`config.mk`:
```
export PLATFORM = sky130hd
export DESIGN_NAME = crdma_mch_flat
export DESIGN_NICKNAME = d
export VERILOG_FILES = /design/src/rtl/crdma_mch_if.sv /design/src/rtl/crdma_mch.sv /design/src/flat_wrapper.sv
export SDC_FILE = /design/constraint.sdc
export NUM_CORES = 1
export LEC_CHECK = 0
export ABC_AREA = 0
export ABC_CLOCK_PERIOD_IN_PS = 3100
export CAP_MARGIN = 0
export CORE_MARGIN = 2
export CORE_UTILIZATION = 39
export CTS_CLUSTER_SIZE = 16
export DETAILED_ROUTE_END_ITERATION = 16
export HOLD_SLACK_MARGIN = 0.06
export PLACE_DENSITY = 0.78
export SLEW_MARGIN = 10
export SYNTH_ARGS = -nofsm -noshare
export SYNTH_HDL_FRONTEND = slang
export SYNTH_SLANG_ARGS = --single-unit
export TNS_END_PERCENT = 50
```
`constraint.sdc`:
```
create_clock -name clk -period 3.1 [get_ports clk]
set_input_delay 0.31 -clock clk [delete_from_list [all_inputs] [get_ports clk]]
set_output_delay 0.31 -clock clk [all_outputs]
set_load 0.02 [all_outputs]
```
`src/rtl/crdma_mch_if.sv`:
```
// Bus bundle for crdma_mch: command, address issue, per-channel read return
// and merged output stream, plus status flags.
interface crdma_mch_if #(
  parameter int AW  = 14,
  parameter int DW  = 8,
  parameter int DN  = 7,
  parameter int NCH = 4,
  parameter int CHW = 2
) ();
  localparam int BW  = DN * DW;
  localparam int CMW = 2 * AW + 21 + CHW;

  logic [CMW-1:0]    cmd_data;
  logic              cmd_valid;
  logic              cmd_ready;
  logic [AW-1:0]     addr;
  logic              addr_first;
  logic              addr_last;
  logic [NCH-1:0]    addr_valid;
  logic [NCH-1:0]    addr_ready;
  logic [NCH*BW-1:0] rd_data;
  logic [NCH-1:0]    rd_valid;
  logic [NCH-1:0]    rd_ready;
  logic [BW-1:0]     s_data;
  logic              s_first;
  logic              s_last;
  logic              s_valid;
  logic              s_ready;
  logic              busy;
  logic              done;

  modport slave (
    input  cmd_data, cmd_valid, addr_ready, rd_data, rd_valid, s_ready,
    output cmd_ready, addr, addr_first, addr_last, addr_valid, rd_ready,
           s_data, s_first, s_last, s_valid, busy, done
  );

  modport master (
    output cmd_data, cmd_valid, addr_ready, rd_data, rd_valid, s_ready,
    input  cmd_ready, addr, addr_first, addr_last, addr_valid, rd_ready,
           s_data, s_first, s_last, s_valid, busy, done
  );
endinterface

```
`src/rtl/crdma_mch.sv`:
```
// 2-D strided read address generator over NCH channels with an in-order
// tag FIFO that merges channel returns into one stream.
//   state | meaning
//   IDLE  | waiting for a command, cmd_ready=1
//   RUN   | issuing addresses of the latched command
module crdma_mch #(
  parameter int AW  = 14,
  parameter int DW  = 8,
  parameter int DN  = 7,
  parameter int NCH = 4,
  parameter int CHW = 2,
  parameter int TD  = 8,
  parameter int TDW = 3
) (
  input  logic       clk,
  input  logic       rst_n,
  crdma_mch_if.slave bus
);
  localparam int BW  = DN * DW;
  localparam int CMW = 2 * AW + 21 + CHW;
  localparam int TGW = CHW + 3;

  typedef enum logic {IDLE, RUN} state_t;

  state_t          state;
  logic            fin_r;
  logic [CHW-1:0]  ch_r;
  logic [AW-1:0]   d1_step_r;
  logic [7:0]      d1_size_r;
  logic [3:0]      d0_step_r;
  logic [7:0]      d0_size_r;
  logic [7:0]      i_r;
  logic [7:0]      j_r;
  logic [AW-1:0]   row_r;
  logic [AW-1:0]   addr_r;
  logic            done_r;

  logic [TGW-1:0]  tag_mem [TD];
  logic [TDW-1:0]  wr_ptr;
  logic [TDW-1:0]  rd_ptr;
  logic [TDW:0]    count;

  logic            full;
  logic            empty;
  logic            i_end;
  logic            at_first;
  logic            at_last;
  logic            push;
  logic            pop;
  logic [TGW-1:0]  head;
  logic [CHW-1:0]  head_ch;
  logic [NCH-1:0]  addr_valid_c;
  logic [NCH-1:0]  rd_ready_c;
  logic            s_valid_c;
  logic [BW-1:0]   s_data_c;
  logic [AW-1:0]   next_row;

  assign full     = (count == (TDW+1)'(TD));
  assign empty    = (count == '0);
  assign i_end    = (i_r == d0_size_r);
  assign at_first = (i_r == 8'd0) && (j_r == 8'd0);
  assign at_last  = i_end && (j_r == d1_size_r);
  assign next_row = row_r + d1_step_r;
  assign head     = tag_mem[rd_ptr];
  assign head_ch  = head[TGW-1:3];

  // A full FIFO refuses the push even when a pop lands in the same cycle.
  assign push = (state == RUN) && !full && bus.addr_ready[ch_r];
  assign pop  = s_valid_c && bus.s_ready;

  always_comb begin
    addr_valid_c = '0;
    rd_ready_c   = '0;
    s_valid_c    = 1'b0;
    s_data_c     = '0;
    for (int k = 0; k < NCH; k++) begin
      addr_valid_c[k] = (state == RUN) && !full && (ch_r == CHW'(k));
      if (head_ch == CHW'(k)) begin
        s_data_c      = bus.rd_data[k*BW +: BW];
        s_valid_c     = bus.rd_valid[k] && !empty;
        rd_ready_c[k] = bus.s_ready && !empty;
      end
    end
  end

  // Address walk is incremental: addr_r tracks row_r + i*d0_step.
  always_ff @(posedge clk) begin
    if (rst_n) begin
      state     <= IDLE;
      fin_r     <= 1'b0;
      ch_r      <= '0;
      d1_step_r <= '0;
      d1_size_r <= '0;
      d0_step_r <= '0;
      d0_size_r <= '0;
      i_r       <= '0;
      j_r       <= '0;
      row_r     <= '0;
      addr_r    <= '0;
    end else begin
      case (state)
        IDLE: begin
          if (bus.cmd_valid) begin
            fin_r     <= bus.cmd_data[CMW-1];
            ch_r      <= bus.cmd_data[2*AW+20 +: CHW];
            d1_step_r <= bus.cmd_data[AW+20 +: AW];
            d1_size_r <= bus.cmd_data[AW+12 +: 8];
            d0_step_r <= bus.cmd_data[AW+8 +: 4];
            d0_size_r <= bus.cmd_data[AW +: 8];
            row_r     <= bus.cmd_data[AW-1:0];
            addr_r    <= bus.cmd_data[AW-1:0];
            i_r       <= '0;
            j_r       <= '0;
            state     <= RUN;
          end
        end
        RUN: begin
          if (push) begin
            if (at_last) begin
              state <= IDLE;
            end else if (i_end) begin
              i_r    <= '0;
              j_r    <= j_r + 8'd1;
              row_r  <= next_row;
              addr_r <= next_row;
            end else begin
              i_r    <= i_r + 8'd1;
              addr_r <= addr_r + AW'(d0_step_r);
            end
          end
        end
        default: state <= IDLE;
      endcase
    end
  end

  always_ff @(posedge clk) begin
    if (rst_n) begin
      wr_ptr <= '0;
      rd_ptr <= '0;
      count  <= '0;
      done_r <= 1'b0;
    end else begin
      if (push) begin
        tag_mem[wr_ptr] <= {ch_r, at_first, at_last, fin_r && at_last};
        wr_ptr          <= wr_ptr + TDW'(1);
      end
      if (pop) begin
        rd_ptr <= rd_ptr + TDW'(1);
      end
      if (push && !pop) begin
        count <= count + (TDW+1)'(1);
      end else if (pop && !push) begin
        count <= count - (TDW+1)'(1);
      end
      done_r <= pop && head[0];
    end
  end

  assign bus.cmd_ready  = (state == IDLE);
  assign bus.addr       = addr_r;
  assign bus.addr_first = at_first;
  assign bus.addr_last  = at_last;
  assign bus.addr_valid = addr_valid_c;
  assign bus.rd_ready   = rd_ready_c;
  assign bus.s_data     = s_data_c;
  assign bus.s_first    = head[2];
  assign bus.s_last     = head[1];
  assign bus.s_valid    = s_valid_c;
  assign bus.busy       = (state == RUN) || !empty;
  assign bus.done       = done_r;
endmodule

```
`src/flat_wrapper.sv`:
```
// flat-port wrapper written by rule: the top's interface ports become plain ports
module crdma_mch_flat 
#(
  parameter int AW  = 14,
  parameter int DW  = 8,
  parameter int DN  = 7,
  parameter int NCH = 4,
  parameter int CHW = 2,
  parameter int TD  = 8,
  parameter int TDW = 3
)
  (clk, rst_n, bus_cmd_data, bus_cmd_valid, bus_addr_ready, bus_rd_data, bus_rd_valid, bus_s_ready, bus_cmd_ready, bus_addr, bus_addr_first, bus_addr_last, bus_addr_valid, bus_rd_ready, bus_s_data, bus_s_first, bus_s_last, bus_s_valid, bus_busy, bus_done);
  crdma_mch_if #(.AW(AW), .DW(DW), .DN(DN), .NCH(NCH), .CHW(CHW)) bus_i ();
  input  logic clk;
  input  logic rst_n;
  input wire logic [$bits(bus_i.cmd_data)-1:0] bus_cmd_data;
  input wire logic [$bits(bus_i.cmd_valid)-1:0] bus_cmd_valid;
  input wire logic [$bits(bus_i.addr_ready)-1:0] bus_addr_ready;
  input wire logic [$bits(bus_i.rd_data)-1:0] bus_rd_data;
  input wire logic [$bits(bus_i.rd_valid)-1:0] bus_rd_valid;
  input wire logic [$bits(bus_i.s_ready)-1:0] bus_s_ready;
  output wire logic [$bits(bus_i.cmd_ready)-1:0] bus_cmd_ready;
  output wire logic [$bits(bus_i.addr)-1:0] bus_addr;
  output wire logic [$bits(bus_i.addr_first)-1:0] bus_addr_first;
  output wire logic [$bits(bus_i.addr_last)-1:0] bus_addr_last;
  output wire logic [$bits(bus_i.addr_valid)-1:0] bus_addr_valid;
  output wire logic [$bits(bus_i.rd_ready)-1:0] bus_rd_ready;
  output wire logic [$bits(bus_i.s_data)-1:0] bus_s_data;
  output wire logic [$bits(bus_i.s_first)-1:0] bus_s_first;
  output wire logic [$bits(bus_i.s_last)-1:0] bus_s_last;
  output wire logic [$bits(bus_i.s_valid)-1:0] bus_s_valid;
  output wire logic [$bits(bus_i.busy)-1:0] bus_busy;
  output wire logic [$bits(bus_i.done)-1:0] bus_done;
  assign bus_i.cmd_data = bus_cmd_data;
  assign bus_i.cmd_valid = bus_cmd_valid;
  assign bus_i.addr_ready = bus_addr_ready;
  assign bus_i.rd_data = bus_rd_data;
  assign bus_i.rd_valid = bus_rd_valid;
  assign bus_i.s_ready = bus_s_ready;
  assign bus_cmd_ready = bus_i.cmd_ready;
  assign bus_addr = bus_i.addr;
  assign bus_addr_first = bus_i.addr_first;
  assign bus_addr_last = bus_i.addr_last;
  assign bus_addr_valid = bus_i.addr_valid;
  assign bus_rd_ready = bus_i.rd_ready;
  assign bus_s_data = bus_i.s_data;
  assign bus_s_first = bus_i.s_first;
  assign bus_s_last = bus_i.s_last;
  assign bus_s_valid = bus_i.s_valid;
  assign bus_busy = bus_i.busy;
  assign bus_done = bus_i.done;
  crdma_mch #(.AW(AW), .DW(DW), .DN(DN), .NCH(NCH), .CHW(CHW), .TD(TD), .TDW(TDW)) u_core (.clk(clk), .rst_n(rst_n), .bus(bus_i));
endmodule
```
==> results of run 1 <==
-- sequential cells by signal (all words and copies together) (netlist names), named ones only --
signal	flops
u_core.tag_mem	40
u_core.bus.addr	14
u_core.d1_step_r	14
u_core.row_r	14
u_core.d0_size_r	8
u_core.d1_size_r	8
u_core.i_r	8
u_core.j_r	8
u_core.count	4
u_core.d0_step_r	4
u_core.rd_ptr	3
u_core.wr_ptr	3
u_core.ch_r	2
u_core.bus.done	1
u_core.fin_r	1
u_core.state	1
-- path summary, 6_finish.rpt --
path                        from             endpoint  slack [ns]  depth (start not counted)
max                    flip-flop      u_core.count[3]       -0.02                         12
min reg2reg  u_core.d1_step_r[8]  u_core.d1_step_r[8]        0.46                          2
max reg2reg            flip-flop      u_core.count[3]       -0.02                         12
min             bus_cmd_data[43]  u_core.d1_step_r[9]        0.44                          3
-- per-layer routing --
metal  vias up  share of wire  track usage
met5         -        0.00090            0
met2       509           0.47        0.509
met3        54           0.13        0.128
li1       4438              -            -
met1      4432           0.38        0.382
met4         6          0.019       0.0678
-- cell families after synthesis --
group,Yosys count,synth area share
fa+ha+maj,29,0.0457
simple gates,444,0.239
mux,24,0.0473
xor+xnor,52,0.0540
buf+inv,90,0.0436
compound gates,257,0.200
flops,136,0.370
-- report_power, final --
group          internal [W]  switching, W  leakage, nW
clock               0.00113      0.000747        0.262
combinational       0.00191       0.00240         3.73
sequential          0.00197      0.000141         1.15
-- stage by stage --
| step | cells | hold slack [ns] |
|---|---|---|
| after floorplan | 1032 | 0.432 |
| after global placement | 1656 | 0.445 |
| after detailed placement | 1656 | 0.447 |
| after CTS | 1688 | 0.426 |
| after global routing | 1698 | 0.443 |
| final | 1700 | 0.437 |
-- cells in the mapped netlist (2+ instances only) --
library cell  number  area [um^2]
and2_0            23          144
edfxtp_1          40         1200
nand2_1          226          848
clkbuf_1          50          188
a222oi_1           2         20.0
a221oi_1           5         43.8
nor2b_1           10         62.6
or3_1              4         25.0
a21oi_1           66          330
a21o_1             5         37.5
a221o_1            2         20.0
xor2_1            19          166
nor4_1             3         18.8
nand3_1           13         65.1
mux2i_1            7         70.1
ha_1              26          325
fa_1               3         60.1
inv_1             17         63.8
xnor2_1           33          289
o21a_1             4         30.0
and3_1             9         56.3
mux2_2             3         33.8
inv_2              3         11.3
a211oi_1          69          518
o22ai_1            3         18.8
nor3b_1            6         45.0
o21ai_0           11         55.1
and2_1            39          244
nor4b_1            2         17.5
a31oi_1           64          400
o21ai_1            8         40.0
nor2_1            77          289
dfxtp_1           96         1920
buf_2             18         90.1
o211ai_1           3         22.5
nor3_1            12         60.1
mux4_2            11          248
nand4_1           11         68.8
-- worst max-delay path, delay by kind of cell, from the launching register on --
kind,cells,cell delay [ns]
xor+xnor,1,0.09
mux,3,1.33
fa+ha+maj,2,0.34
compound gates,3,0.45
buf+inv,1,0.04
simple gates,2,0.42
flops,1,0.36
-- layout make-up --
class	count	area, um^2
fillers	1810	7700
multi-input cells	806	5120
repair buffers	426	4240
flip-flops and latches	136	3130
clock buffers	24	465
well taps	275	344
inverters	20	77.6
clock inverters	8	75.1
diodes	5	12.5
-- timing repair --
action | 4_1_cts | 5_1_grt
endpoints found under the setup margin | 51 | 57
pin swaps | 0 | 6
setup buffers | 0 | 5
gates cloned | 0 | 2
resized for setup | 60 | 55
==> run_results.csv, run 1 <==
group,metric,value,unit
outcome,outcome,"finished, violations left",
outcome,violations,"negative setup slack",
sta,max_freq,321,MHz
worst_setup_path,end_kind,"flip-flop",
route,first_pass_iters,8,
final_layout,drive_gt1_frac,0.120,
sta,setup_slack,-0.0178,ns
power_and_ir_drop,total_power,0.00830,W
global_routing,grt_pass1_wl,52300,um
global_routing,grt_pass1_vias,8793,
synth,syn-cell-area,8440,um^2
sta,worst_pin_slew,0.933,ns
clocking,cts_buffer_depth,2,
sta,clock_skew,0.00780,ns
worst_setup_path,startpoint_type,"flip-flop",
worst_setup_path,crit_fanout,3,
route,vias,9439,
placed_design,port_buffers,372,
final_layout,layout.nets,1723,
synth,synth_seq_area_share,0.370,
worst_setup_path,max_stage_delay,0.59,ns
floorplan,die_h,151,um
clocking,cts_tree,"done",
final_layout,layout_common_cells,"clkdlybuf4s50_1 (311), nand2_1 (226), dfxtp_1 (95)",
synth,synth-edff-count,40,
floorplan,design.die.area,22800,um^2
floorplan,fp.dieW,151,um
clocking,cts_root_buf,"clkbuf_16",
placed_design,dp_slack,-0.00350,ns
clocking,clk_latency,0.42,ns
power_and_ir_drop,ir_drop,390,uV
synth,yosys_register_bits,136,
synth,ys_warn_count,0,
final_layout,design_area,13500,um^2
global_routing,grt.total_usage,0.310,
worst_setup_path,crit_type,"reg -> reg",
sta,slew_headroom,0.373,
synth,synth-async-reset-ratio,0,
placed_design,place_area,12700,um^2
worst_setup_path,worstPathArrival,3.46,ns
clocking,ctsHoldBuffers,0,
sta,hold_violations,0,
placed_design,dp_hpwl,29700,um
power_and_ir_drop,p_per_area,617,nW/um^2
sta,finalSetupViolations,1,
synth,postSynthCellCount,1032,
sta,rsz0062_at_grt,"true",
floorplan,ioPinCount,373,
route,wl,37700,um
worst_setup_path,worstPathCellList,"mux4_2, mux2i_4, mux4_2, nand2_4, ha_4, inv_4, ha_4, a21o_1, a21oi_2, xnor2_1, or3_1, a21oi_1",
sta,setup_tns,-0.0178,ns
clocking,cts_buffers,17,
floorplan,coreArea,21200,um^2
flow_run,maxCapViolations,0,
final_layout,fin_util,0.636,
worst_setup_path,slowest_stage,"mux4_2",
floorplan,row_count,53,
synth,syn_avg_cell_area,8.17,um^2
global_routing,antenna_found_initial,7,
clocking,htreeDepth,4,
worst_setup_path,worstPathRequired,3.44,ns
clocking,clock-sinks,136,
route,wire_per_inst,22.2,um
clocking,cts.clk_slew.worst_paths,0.06,ns
route,remaining_drc_errors,0,
synth,synth-main-ff-cell,"dfxtp_1",
final_layout,layout_commonest_cell,"clkdlybuf4s50_1",
placed_design,place_congestion,0.986,
route,drt_iter0_drc,847,
route,ant_nets,0,
sta,period_needed,3.12,ns
hold_path,hold_class,"in -> reg",
sta,period_share,1.01,
synth,ys_types,67,
final_layout,syn2layout_area_growth,59.5,%
global_routing,grt-ovfl-total,0,
floorplan,initial_core_util,0.399,
synth,synth_nets,1348,
power_and_ir_drop,power_leakage,5.14,nW
route,avgViaCountPerCell,5.55,
global_routing,grt_max_degree,71,
sta,finalMaxSlewViolations,0,
(Power assumes the default switching activity.)
==> inputs of run 2 (changes only) <==
CTS_CLUSTER_SIZE = 40   (was 16)
==> results of run 2 <==
The final DEF is identical to that of run 1; final timing and power are the same.
==> inputs of run 3 (changes only) <==
TNS_END_PERCENT = unset   (was 50)
==> run 3 against run 2 <==
Effect of this change:
- the flow still finishes with violations (negative setup slack)
- cell area barely moved
- global-route usage rose by 0.092 points
- flip-flop and latch count did not move
- cell count rose by 0.12%
- via count rose by 0.89%
- setup slack got worse by 0.010 ns
- clock power barely moved
- combinational power barely moved
- total power rose by 0.25%
==> run_results.csv, run 3 (same netlist as run 1, synthesis figures left out) <==
group,metric,value,unit
sta,hold_violations,0,
hold_path,min_delay_path_depth,3,
floorplan,initial_core_util,0.399,
power_and_ir_drop,switchingPower,0.00329,W
clocking,cts_tree,"done",
route,first_pass_iters,6,
sta,rsz0062_at_grt,"true",
route,wl,38000,um
floorplan,design.die.area,22800,um^2
worst_setup_path,slowest_stage,"mux4_2",
route,vias,9523,
power_and_ir_drop,internal_power,0.00502,W
power_and_ir_drop,total_power,0.00832,W
sta,clock_skew,0.0120,ns
global_routing,grt_pass1_vias,8781,
worst_setup_path,worstPathCellList,"mux4_2, mux2i_4, mux4_2, nand2_4, ha_4, inv_4, ha_4, a21o_1, a21oi_2, xnor2_1, or3_1, a21oi_1",
global_routing,antenna_found_initial,6,
flow_run,maxCapViolations,0,
clocking,clock-sinks,136,
floorplan,coreArea,21200,um^2
final_layout,layout_common_cells,"clkdlybuf4s50_1 (311), nand2_1 (226), dfxtp_1 (95)",
route,ant_nets,0,
power_and_ir_drop,ir_drop,389,uV
floorplan,fp.dieW,151,um
placed_design,dp_slack,-0.00350,ns
sta,finalSetupViolations,1,
route,remaining_drc_errors,0,
placed_design,dp_hpwl,29700,um
final_layout,fill_cells,1814,
final_layout,largest_reg_flops,40,
clocking,cts_root_buf,"clkbuf_16",
clocking,htreeDepth,4,
power_and_ir_drop,pwr-share-comb,0.521,
sta,setup_tns,-0.0280,ns
placed_design,port_buffers,372,
worst_setup_path,crit_type,"reg -> reg",
power_and_ir_drop,swShare,0.396,
worst_setup_path,r2r_end,"u_core.count[3]",
worst_setup_path,crit_fanout,3,
placed_design,place_area,12700,um^2
worst_setup_path,startpoint_type,"flip-flop",
sta,max_freq,320,MHz
power_and_ir_drop,power_leakage,5.14,nW
route,avgViaCountPerCell,5.60,
worst_setup_path,max_stage_delay,0.60,ns
global_routing,grt_pass1_wl,52500,um
clocking,clk_latency,0.42,ns
final_layout,drive_gt1_frac,0.120,
route,wire_per_inst,22.3,um
floorplan,row_count,53,
hold_path,min_to,"u_core.d1_step_r[8]",
placed_design,place_congestion,0.986,
final_layout,syn2layout_area_growth,59.6,%
worst_setup_path,end_kind,"flip-flop",
sta,worst_pin_slew,0.923,ns
sta,period_share,1.01,
final_layout,design_area,13500,um^2
hold_path,min_from,"bus_cmd_data[42]",
sta,slew_headroom,0.380,
hold_path,hold_class,"in -> reg",
worst_setup_path,rr_worst_depth,12,
clocking,cts_buffers,17,
global_routing,grt_max_degree,71,
power_and_ir_drop,p_per_area,618,nW/um^2
final_layout,layout.nets,1724,
global_routing,grt.total_usage,0.311,
route,drt_iter0_drc,816,
clocking,ctsHoldBuffers,0,
final_layout,layout_commonest_cell,"clkdlybuf4s50_1",
worst_setup_path,worstPathArrival,3.47,ns
sta,setup_slack,-0.0280,ns
sta,period_needed,3.13,ns
power_and_ir_drop,sequentialPowerShare,0.254,
worst_setup_path,ff2ff_setup_slack,-0.03,ns
final_layout,top_register,"u_core.tag_mem",
final_layout,fin_util,0.637,
clocking,cts_buffer_depth,2,
sta,finalMaxSlewViolations,0,
clocking,cts.clk_slew.worst_paths,0.06,ns
worst_setup_path,worstPathRequired,3.44,ns
global_routing,grt-ovfl-total,0,
power_and_ir_drop,p_clk_frac,0.225,
outcome,violations,"negative setup slack",
floorplan,ioPinCount,373,
floorplan,die_h,151,um
outcome,outcome,"finished, violations left",
## run 3: cell type report
cell class	instances	area, um^2	area share
Tap cell	275	344	0.0256
Sequential cell	136	3130	0.232
Multi-Input combinational cell	806	5110	0.379
Antenna cell	6	15.0	0.00111
Timing Repair Buffer	427	4260	0.316
Inverter	20	77.6	0.00576
Clock buffer	24	465	0.0346
Clock inverter	8	75.1	0.00557
## run 3: stage by stage
step	hold WS, ns	instances
floorplan	0.432	1032
global placement	0.445	1656
detailed placement	0.447	1656
CTS	0.426	1689
global route	0.440	1699
finish	0.438	1702
## run 3: critical path: cells and delay by family, from the launching register on
| family | cells | cell delay (ns) |
|---|---|---|
| simple gates | 2 | 0.43 |
| buf+inv | 1 | 0.04 |
| fa+ha+maj | 2 | 0.34 |
| flops | 1 | 0.36 |
| compound gates | 3 | 0.45 |
| mux | 3 | 1.34 |
| xor+xnor | 1 | 0.09 |
## run 3: worst max-delay path by stage
stage | endpoint | startpoint
after floorplan | u_core.count[3] | flip-flop
final | u_core.count[3] | flip-flop
after CTS | bus_s_data[52] | flip-flop
after global placement | bus_s_data[26] | flip-flop
after detailed placement | bus_s_data[26] | flip-flop
after global routing | u_core.count[3] | flip-flop
## run 3: timing repair
action                                  CTS  global route
pin swaps                                 0             6
endpoints found under the setup margin   51            52
gates cloned                              0             3
buffers inserted                          1             4
resized for setup                        58            60
## run 3: layer usage
metal / track usage / wire length, um
met5: 0 / 33
met4: 0.0696 / 697
met2: 0.509 / 17700
met1: 0.385 / 14800
met3: 0.127 / 4780
## run 3: power groups by stage
stage / Combinational, W / Clock [W] / Sequential, W
2_1_floorplan: 0.00213 / 0 / 0.00213
3_3_place_gp: 0.00416 / 0 / 0.00213
3_5_place_dp: 0.00419 / 0 / 0.00214
4_1_cts: 0.00412 / 0.00189 / 0.00210
5_1_grt: 0.00459 / 0.00197 / 0.00213
6_report: 0.00433 / 0.00187 / 0.00211
